**config.mk**
```make
export PLATFORM = sky130hd
export DESIGN_NAME = pwm_tff_controller
export DESIGN_NICKNAME = d
export VERILOG_FILES = /design/src/rtl/pwm_tff_controller.sv
export SDC_FILE = /design/constraint.sdc
export NUM_CORES = 1
export LEC_CHECK = 0
export CAP_MARGIN = 40
export CORE_MARGIN = 8
export CORE_UTILIZATION = 49
export CTS_BUF_LIST = sky130_fd_sc_hd__clkbuf_16
export DETAILED_ROUTE_END_ITERATION = 16
export HOLD_SLACK_MARGIN = 0.03
export PLACE_DENSITY = 0.78
export SLEW_MARGIN = 20
export SYNTH_ARGS = -nofsm -noshare
export SYNTH_HDL_FRONTEND = slang
export SYNTH_SLANG_ARGS = --single-unit
export TNS_END_PERCENT = 50
```
**constraint.sdc**
```tcl
create_clock -name clk -period 1.46 [get_ports clk]
set_input_delay 0.292 -clock clk [delete_from_list [all_inputs] [get_ports clk]]
set_output_delay 0.292 -clock clk [all_outputs]
set_load 0.01 [all_outputs]
```
**src/rtl/pwm_tff_controller.sv**
```systemverilog
// pwm_tff_controller
//   PWM generator built around a WIDTH-bit synchronous counter made of toggle
//   cells (cnt <= cnt ^ t_vec).  Period/duty configuration arrives over a
//   valid/ready handshake into shadow registers.  The shadow values are copied
//   to the active registers only at a period boundary, or immediately when
//   idle, so the running waveform never glitches.
//
//   Optional build macro: PWM_DEADTIME_EN
//     defined     : pwm_n is the complement of pwm, and each rising edge of
//                   either output waits DEAD cycles after the other output
//                   falls.  Pulses shorter than DEAD are swallowed.
//     not defined : pwm_n is the plain complement while running; DEAD unused.
//
//   Ports
//     clk         system clock, rising edge
//     rst         synchronous active-high reset
//     en          run request
//     cfg_valid   configuration offered
//     cfg_ready   shadow register free (no configuration pending)
//     cfg_period  terminal count, period = cfg_period + 1 cycles
//     cfg_duty    high time in cycles
//     cnt         toggle-cell counter value
//     period_end  high while running and cnt == active period
//     pwm         registered PWM output
//     pwm_n       registered complementary output
//
//   state | meaning
//   ------+------------------------------------------------------------
//   IDLE  | counter held at 0, outputs low, shadow applied immediately
//   RUN   | counting, shadow applied at period_end
//   STOP  | en dropped; finish the current period, then IDLE
module pwm_tff_controller #(
    parameter int WIDTH = 8,
    parameter int DEAD  = 2
) (
    input  logic             clk,
    input  logic             rst,
    input  logic             en,
    input  logic             cfg_valid,
    output logic             cfg_ready,
    input  logic [WIDTH-1:0] cfg_period,
    input  logic [WIDTH-1:0] cfg_duty,
    output logic [WIDTH-1:0] cnt,
    output logic             period_end,
    output logic             pwm,
    output logic             pwm_n
);

    localparam logic [1:0] S_IDLE = 2'd0;
    localparam logic [1:0] S_RUN  = 2'd1;
    localparam logic [1:0] S_STOP = 2'd2;

    logic [1:0]       state;
    logic [WIDTH-1:0] period_q;
    logic [WIDTH-1:0] duty_q;
    logic [WIDTH-1:0] period_sh;
    logic [WIDTH-1:0] duty_sh;
    logic             pending;
    logic [WIDTH-1:0] t_vec;
    logic             carry;
    logic             running;
    logic             at_tc;
    logic             xfer;
    logic             apply;
    logic             duty_hi;

    assign running    = (state != S_IDLE);
    assign at_tc      = (cnt == period_q);
    assign period_end = running && at_tc;
    assign cfg_ready  = ~pending;
    assign xfer       = cfg_valid && !pending;
    // Idle applies at once; while running only at the wrap edge.
    assign apply      = pending && (!running || at_tc);
    assign duty_hi    = (cnt < duty_q);

    // Toggling every set bit clears the counter; the ripple-AND chain
    // toggles bit i when all lower bits are 1, giving an increment.
    always_comb begin
        t_vec = cnt;
        carry = 1'b1;
        if (!rst && running && !at_tc) begin
            for (int i = 0; i < WIDTH; i++) begin
                t_vec[i] = carry;
                carry    = carry & cnt[i];
            end
        end
    end

    always_ff @(posedge clk) begin
        if (rst) begin
            cnt <= '0;
        end else begin
            cnt <= cnt ^ t_vec;
        end
    end

    always_ff @(posedge clk) begin
        if (rst) begin
            state <= S_IDLE;
        end else begin
            case (state)
                S_IDLE:  if (en) state <= S_RUN;
                S_RUN:   if (!en) state <= S_STOP;
                S_STOP: begin
                    if (en)         state <= S_RUN;
                    else if (at_tc) state <= S_IDLE;
                end
                default: state <= S_IDLE;
            endcase
        end
    end

    always_ff @(posedge clk) begin
        if (rst) begin
            pending   <= 1'b0;
            period_sh <= '0;
            duty_sh   <= '0;
            period_q  <= '0;
            duty_q    <= '0;
        end else begin
            if (apply) begin
                period_q <= period_sh;
                duty_q   <= duty_sh;
            end
            if (xfer) begin
                period_sh <= cfg_period;
                duty_sh   <= cfg_duty;
                pending   <= 1'b1;
            end else if (apply) begin
                pending   <= 1'b0;
            end
        end
    end

`ifdef PWM_DEADTIME_EN
    localparam int            DW      = (DEAD < 1) ? 1 : $clog2(DEAD + 1);
    localparam logic [DW-1:0] DEAD_LD = DW'(DEAD);

    logic [DW-1:0] dt_p;
    logic [DW-1:0] dt_n;
    logic          nom_p;
    logic          nom_n;

    assign nom_p = running && duty_hi;
    assign nom_n = running && !duty_hi;

    // Each output's timer reloads while its nominal level is low and counts
    // down while high; the output rises only once the timer has expired.
    // nom_p and nom_n are exclusive, so both outputs can never be high.
    always_ff @(posedge clk) begin
        if (rst) begin
            pwm   <= 1'b0;
            pwm_n <= 1'b0;
            dt_p  <= DEAD_LD;
            dt_n  <= DEAD_LD;
        end else begin
            if (!nom_p) begin
                pwm  <= 1'b0;
                dt_p <= DEAD_LD;
            end else if (dt_p == '0) begin
                pwm  <= 1'b1;
            end else begin
                dt_p <= dt_p - DW'(1);
            end

            if (!nom_n) begin
                pwm_n <= 1'b0;
                dt_n  <= DEAD_LD;
            end else if (dt_n == '0) begin
                pwm_n <= 1'b1;
            end else begin
                dt_n  <= dt_n - DW'(1);
            end
        end
    end
`else
    always_ff @(posedge clk) begin
        if (rst) begin
            pwm   <= 1'b0;
            pwm_n <= 1'b0;
        end else begin
            pwm   <= running && duty_hi;
            pwm_n <= running && !duty_hi;
        end
    end
`endif

endmodule

```
Word level (Yosys, flattened, before mapping)

Cells that the tools add are included.

Bits in registers: 45
Bits of input ports: 20
Output and inout bits: 12
Word-level logic and storage cells: 49

Magnitude comparators: 1
Equal/unequal tests: 6
Mux-type cells: 8
Bitwise logic cells: 8
Reduce and logical (&&, ||, !) cells: 17

Operator list:

| kind               | count |
|---|---|
| $eq 8x8->1         | 1 |
| $lt 8x8->1         | 1 |
| $mux 2             | 4 |
| $mux 8             | 1 |
| $xor 8x8->8        | 1 |
| $logic_and 1x1->1  | 7 |
| $and 1x1->1        | 6 |
| $pmux 2 s3         | 1 |
| $logic_not 1->1    | 5 |
| $ne 2x2->1 const B | 2 |
| $reduce_bool 2->1  | 2 |
| $ne 3x3->1 const B | 1 |
| $reduce_and 3->1   | 1 |
| $eq 2x1->1 const B | 1 |
| $eq 2x2->1 const B | 1 |
| $logic_not 2->1    | 1 |
| $mux 1             | 2 |
| $logic_or 1x1->1   | 1 |
| $not 1->1          | 1 |

Depth between registers and ports, before layout

Depth in word-level cells: 8
Depth in mapped cells: 7
Depth with buffers taken out: 7

Worst setup path before layout

No wires, ideal clock.

Path kind: flip-flop to flip-flop
Start point: register cnt[1]
End point: register duty_q[4]
Library setup time: 144 ps
Arrival: 1514 ps
Data required time: 1316 ps
Setup slack: -198 ps
Stages on the path, launching flop included: 7
Path buffers: 1
Clock period less this slack: 1658 ps
Cell sequence: dfxtp_1 xnor2_1 nand4_2 nor2_4 buf_6 mux2i_1 o311ai_0

Cells in the longest elaborated chain, start to end: 3

RTL lines:

| what                     | RTL line | RTL |
|---|---|---|
| start: declaration       | 43       | `output logic [WIDTH-1:0] cnt,` |
| start signal: assignment | 93       | `cnt <= cnt ^ t_vec;` |
| $eq 8x8->1               | 68       | `assign at_tc = (cnt == period_q);` |
| $logic_or 1x1->1         | 73       | `assign apply = pending && (!running \|\| at_tc);` |
| $logic_and 1x1->1        | 73       |  |
| end signal: assignment   | 123      | `duty_q <= duty_sh;` |
| end: declaration         | 55       | `logic [WIDTH-1:0] duty_q;` |

Every way passes these cells.
A chain may end at the register's enable or synchronous reset.

Worst setup path in the final report

Start point: register period_q[0]
End point: register period_q[1]

Cells in the longest elaborated chain, start to end: 3

RTL lines:

| what                     | RTL line | RTL |
|---|---|---|
| start: declaration       | 54       | `logic [WIDTH-1:0] period_q;` |
| start signal: assignment | 122      | `period_q <= period_sh;` |
| $eq 8x8->1               | 68       |  |
| $logic_or 1x1->1         | 73       |  |
| $logic_and 1x1->1        | 73       |  |

Every way passes these cells.

==> summary.txt <==
Timing
  • Final Critical Period: 1.644 ns
  • Tightest Pin Transition: 0.3134 ns
  • Setup slack after layout: -0.1840 ns
  • Worst Skew: 0.005850 ns
  • Setup TNS: -2.125 ns
  • Final setup viols: 27
  • Slew Limit Fails: 0
  • Hold WS: 0.4519 ns
  • Relative slew margins: 78.78%
  • Period utilization: 112.6%
  • Final hold vios: 0
  • Unrepaired setup endpoints after global routing: true
  • Max Fclk: 0.6083 GHz

Clocking
  • Max clock buf depth: 2
  • Clk_lat worst skew: 0.29 ns
  • CTS root buf: clkbuf_16
  • CTS tree: yes
  • Worst-path clk slew: 0.07 ns
  • CTS Buf Count: 5
  • CTS Sinks: 45
  • Htree depth: 2

Yosys
  • Post-synth top flop: dfxtp_1
  • Yosys synthesis warning count: 0
  • Asr flop ratio synth: 0%
  • Most common cell in the netlist: nand2_1
  • Syn Nets: 309
  • Main area contributors after synthesis: dfxtp_1 (39%), nand2_1 (8.7%), mux2i_1 (7.0%), o311ai_0 (4.6%), nor2_1 (4.4%)
  • Post-Syn Area per Cell: 8.093 um2
  • Cell area after synthesis: 0.002282 mm2
  • Post-synth EDFFs: 0
  • Synth top cells by count: nand2_1 (53), dfxtp_1 (45), nor2_1 (27)
  • Post-synthesis sequential area ratio: 39.47%
  • Synth cell types: 29
  • #FFs+latches synth: 45
  • Synth area leader: dfxtp_1
  • Gate count of the mapped netlist: 282
  • Top cell type's share of synthesized area: 39.47%

Worst setup path
  • CP top delay family: flip-flops
  • Worst path most repeated cell: buf_6
  • Endpoint class of the critical path: flop
  • Slowest-stage cell, CP: dfxtp_2
  • Crit-path cells: xnor2_2 > nand4_2 > buf_6 > nor2_4 > buf_6 > mux2i_2 > o311ai_2
  • Worst Path Arrival: 1.80 ns
  • WS Path Type: reg2reg
  • Req. time, crit path: 1.61 ns
  • Largest fanout on the critical path: 5
  • Worst setup SP type: flop
  • CP max stage delay: 0.33 ns
  • Buf+Inv Stages, Crit Path: 2

Final layout
  • Fin nets: 362
  • Multi-input combinational cell area: 0.001345 mm2
  • Final instance area: 0.003128 mm2
  • Share of layout cells above drive strength 1: 23.21%
  • Sequential Area: 937.1 um2
  • Area growth, synth to finish: 37.06%
  • Ant diodes: 0
  • Fill count: 382

Worst hold path
  • Worst Hold Class: reg2reg

Global route
  • Pin count of the biggest net entering global routing: 28
  • Global Route Usage Sum: 15.50%
  • First-pass GRT wire length: 9.301 mm
  • Grt total ovfl: 0
  • Vias in the first global route: 1,986
  • Initial antenna violation count: 0

Placement
  • GP Congestion: 0.8009
  • Post-DP Area: 0.002919 mm2
  • Place WS: -0.2641 ns
  • Port bufs: 31
  • Post-DP HPWL: 4.012 mm

Drt
  • First-pass iteration count of the detailed router: 4
  • # DRC: 0
  • Via count: 2,084
  • Routed Antenna Nets: 0
  • Iteration-0 DRC Markers: 120
  • WL/cell: 13.93 um
  • Via density: 5.344
  • WL final: 5.434 mm

Power
  • Power density over the cells: 983.4 mW/mm2
  • Max rail drop VDD: 787.4 uV
  • Cell leakage power: 1.317 nW
  • Final Power: 3.076 mW

Die
  • Die height: 84.25 um
  • Initial Util: 49.63%
  • Die area: 0.007097 mm2
  • CORE AREA: 0.004598 mm2
  • # IOs: 32
  • Rows: 25
  • Die W: 84.25 um

Run status
  • Failing checks: negative setup slack
  • Status: finished with violations

Job
  • Maximum Capacitance Violations: 0
stage by stage:
| stage | util, % | cells |
|---|---|---|
| floorplan | - | 282 |
| global placement | 63.48 | 382 |
| detailed placement | 63.48 | 382 |
| CTS | 67.35 | 390 |
| global route | 68.03 | 390 |
| finish | 68.03 | 390 |
sequential cells by signal, indices dropped and copies added (netlist names):
signal	flops
duty_q	8
state	2
pwm_n	1
pwm	1
period_q	8
pending	1
cnt	8
period_sh	8
duty_sh	8
cells in the final DEF, fill, tap and decap left out, types with 2 or more instances in the layout:
cell,n
inv_1,9
dfxtp_2,8
buf_6,7
dlygate4sd2_1,9
dfxtp_4,7
nor2_1,27
a21oi_1,17
o311ai_1,14
xor2_1,4
a21o_1,3
or3_1,9
nand4_2,2
dfxtp_1,30
buf_2,2
xnor2_2,8
ha_1,7
nand3_1,10
nor3_1,9
xnor2_1,3
clkbuf_16,5
and3_1,13
buf_4,28
mux2i_2,2
nand2_1,53
clkdlybuf4s50_1,20
mux2i_1,14
report_power, final:
group / switching [mW] / leakage (nW) / internal [mW] / total [mW]
Sequential: 0.0333 / 0.376 / 1.28 / 1.31
Combinational: 0.313 / 0.870 / 0.336 / 0.649
Clock: 0.481 / 0.0702 / 0.637 / 1.12
metal layers:
| layer | part of all wire [%] | GRT usage, % | routed length, um |
|---|---|---|---|
| met2 | 44 | 22.01 | 2388 |
| met3 | 5.6 | 4.550 | 305 |
| met1 | 49 | 21.77 | 2686 |
| met5 | 0 | 0 | 0 |
| met4 | 0.98 | 4.710 | 53 |
repair_timing:
action,4_1_cts,5_1_grt
setup buffers,0,0
hold endpoints to repair,0,0
endpoints found under the setup margin,37,28
pin swaps,17,7
gates resized for setup,28,12
hold buffers,0,0
kinds of logic (layout without fill, tap and decap cells):
logic type	count (synthesis)	after routing	synth area share, %
simple gates	130	130	26.65
flops	45	45	39.47
compound gates	39	39	11.79
buf+inv	30	84	5.482
mux	16	16	7.017
xor+xnor	15	15	5.756
fa+ha+maj	7	7	3.838
path summary, 6_finish.rpt:
path / startpoint / to / slack, ns / cells past startpoint
setup / recovery: period_q[0]$_SDFFE_PP0P_ / period_q[1]$_SDFFE_PP0P_ / -0.18 / 7
hold / removal: period_sh[1]$_SDFFE_PP0P_ / period_sh[1]$_SDFFE_PP0P_ / 0.45 / 2
setup reg to reg: period_q[0]$_SDFFE_PP0P_ / period_q[1]$_SDFFE_PP0P_ / -0.18 / 7
hold reg to reg: period_sh[1]$_SDFFE_PP0P_ / period_sh[1]$_SDFFE_PP0P_ / 0.45 / 2
worst min-delay path, delay by kind of cell (launching register included):
| kind | cells | cell delay, ns |
|---|---|---|
| simple gates | 1 | 0.05 |
| flops | 1 | 0.31 |
| compound gates | 1 | 0.05 |
layout make-up:
type                       count  area share [%]
sequential                    45           29.96
timing repair buffer          67           19.12
clock buffer                   5           4.000
multi-input combinational    207           43.00
clock inverter                 3          0.6800
inverter                       9           1.080
tap                           54           2.160
Power figures use the tool's default switching activity.
==> RTL edit: new RTL, same flow settings <==
The parameter `WIDTH` goes from 8 to 10.
--- a/src/rtl/pwm_tff_controller.sv
+++ b/src/rtl/pwm_tff_controller.sv
@@ -31,5 +31,5 @@
 //   STOP  | en dropped; finish the current period, then IDLE
 module pwm_tff_controller #(
-    parameter int WIDTH = 8,
+    parameter int WIDTH = 10,
     parameter int DEAD  = 2
 ) (
Ports: changed (resized cfg_duty, cfg_period and cnt); port bits go from 32 to 38. No check against the original RTL was run, so the function may have changed too.
==> RTL edit against the unedited design <==
- the flow still finishes with violations (negative setup slack)
- critical path depth decreased by 2
- design area increased by 4.8%
- combinational power decreased by 41%
- sequential cell count increased by 10
- synthesized area increased by 7.2%
- total power increased by 7.2%
- via count decreased by 4.6%
- register-to-register slack got worse by 0.19 ns
- wire length increased by 0.63%
- setup slack got worse by 0.20 ns
- maximum frequency decreased by 11%
- highest routed layer unchanged
==> RTL edit: results (changes against the unedited design) <==
[placed_design]
place_area_um2=3050  ; was 2920 um^2
routabilityCongestion=0.892  ; was 0.801
dpl.hpwl_um=3750  ; was 4010 um
io_buffers=37  ; was 31
dp_cells=390  ; was 382

[run_status]
status=finished with violations  ; unchanged
violations=negative setup slack  ; unchanged

[timing]
setup_violations=35  ; was 27
skew_ns=0.00970  ; was 0.00585 ns
setup_slack_ns=-0.379  ; was -0.184 ns
max-slew-margin-rel_pct=80.1  ; was 78.8%

[synthesis]
synth-async-reset-ratio_pct=0  ; unchanged
synth_nets=310  ; was 309
synthAdderAreaFrac_pct=4.60  ; was 3.84%
yosys_warnings=0  ; unchanged
synth_cell_types=23  ; was 29
synth_xor_area_share_pct=6.80  ; was 5.76%
avgSynthCellArea_um2=8.84  ; was 8.09 um^2
netlist_top_cells_area=dfxtp_1 (45%), nand2b_1 (11%), mux2i_1 (8.2%)  ; was dfxtp_1 (39%), nand2_1 (8.7%), mux2i_1 (7.0%)
synth_mux_area_share_pct=8.18  ; was 7.02%
synth_compound_area_share_pct=7.52  ; was 11.8%
yosys-top-cells-count=dfxtp_1 (55), nand2_1 (45), nand2b_1 (42), a21oi_1 (23), mux2i_1 (20)  ; was nand2_1 (53), dfxtp_1 (45), nor2_1 (27), a21oi_1 (18), mux2i_1 (16)
synth-seq-area-share_pct=45.0  ; was 39.5%

[clock_tree]
clk_pin_slew_ns=0.07  ; about the same
insertion_delay_ns=0.29  ; about the same
clock-root-buffer=clkbuf_16  ; unchanged
clk_path_buf_depth=2  ; unchanged
numCtsBuffers=5  ; unchanged
ctsHtreeMaxLevel=2  ; unchanged

[setup_path]
cp_max_fo=2  ; was 5
arrival_ns=1.55  ; was 1.80 ns
critPathSlowestCell=nor4_2  ; was dfxtp_2
crit_family=simple AND/OR/NAND/NOR gates  ; was flip-flops
critPathMaxStageDelay_ns=0.33  ; about the same

[global_routing]
first_global_vias=1959  ; was 1986
grt_max_degree=38  ; was 28
track_usage_pct=15.6  ; was 15.5%
antenna_found_initial=0  ; unchanged
grt_pass1_wl_um=9240  ; was 9300 um

[cells_and_area]
antennaDiodeCount=0  ; unchanged
layout-drive-gt1-share_pct=15.4  ; was 23.2%
final_cells=399  ; was 390
final_nets=365  ; was 362

[route]
drt_iter0_drc=111  ; was 120
wl_per_cell_um=13.7  ; was 13.9 um
drt_pre_antenna_iters=4  ; unchanged
viasPerCell=4.98  ; was 5.34

[power]
vdd_drop_max_v=0.000704  ; was 0.000787 V
p_leak_nw=1.46  ; was 1.32 nW

[min_path]
hp-class=reg2reg  ; unchanged

RTL edit: layout make-up:
cell class	instances	area, um^2
fill	384	1510
inverter	12	45.0
timing repair buffer	62	572
multi-input combinational	196	1300
clock inverter	2	37.5
clock buffer	5	125
tap	67	83.8
sequential	55	1110
RTL edit: power by group:
part	total (mW)	internal, mW	switching, mW
Clock	1.33	0.800	0.530
Combinational	0.385	0.210	0.176
Sequential	1.58	1.55	0.0290
Total	3.30	2.56	0.734
RTL edit: logic make-up (layout without fill, tap and decap cells):
logic type / Yosys count / in the layout
buf+inv: 26 / 81
compound gates: 32 / 32
fa+ha+maj: 9 / 9
simple gates: 116 / 116
xor+xnor: 19 / 19
flops: 55 / 55
mux: 20 / 20
RTL edit: timing repair:
action	4_1_cts	5_1_grt
setup endpoints to repair	46	35
resized for setup	25	4
setup buffers	1	1
hold buffers	0	0
pin swaps	5	4
RTL edit: path summary, 6_finish.rpt:
| path | start | end | slack, ns | depth (start not counted) |
|---|---|---|---|---|
| worst max-delay path | period_q[0] | period_end | -0.38 | 5 |
| worst min-delay path | period_sh[8] | period_sh[8] | 0.46 | 2 |
| worst max register to register | period_q[0] | duty_q[9] | -0.37 | 7 |
| worst min register to register | period_sh[8] | period_sh[8] | 0.46 | 2 |
RTL edit: through the flow:
stage	worst slack, ns	hold slack (ns)	power (mW)	setup TNS (ns)
2_1_floorplan	-0.0798	0.365	1.81	-1.65
3_5_place_dp	-0.526	0.448	1.97	-9.66
3_3_place_gp	-0.514	0.445	1.96	-9.01
4_1_cts	-0.411	0.458	3.29	-10.09
5_1_grt	-0.480	0.471	3.42	-13.93
6_report	-0.379	0.456	3.30	-10.80
RTL edit: routing by layer:
metal	GRT usage, %	vias up	wire (um)
li1	-	1015	-
met1	19.6	906	2520
met2	24.4	55	2500
met3	3.78	12	295
met4	7.82	0	153
met5	0	-	0
RTL edit: worst min-delay path: cells and delay by family, from the launching register on:
family / cells / cell delay, ns
AND/OR/NAND/NOR: 1 / 0.05
AO/OA/AOI/OAI: 1 / 0.05
flip-flops: 1 / 0.31
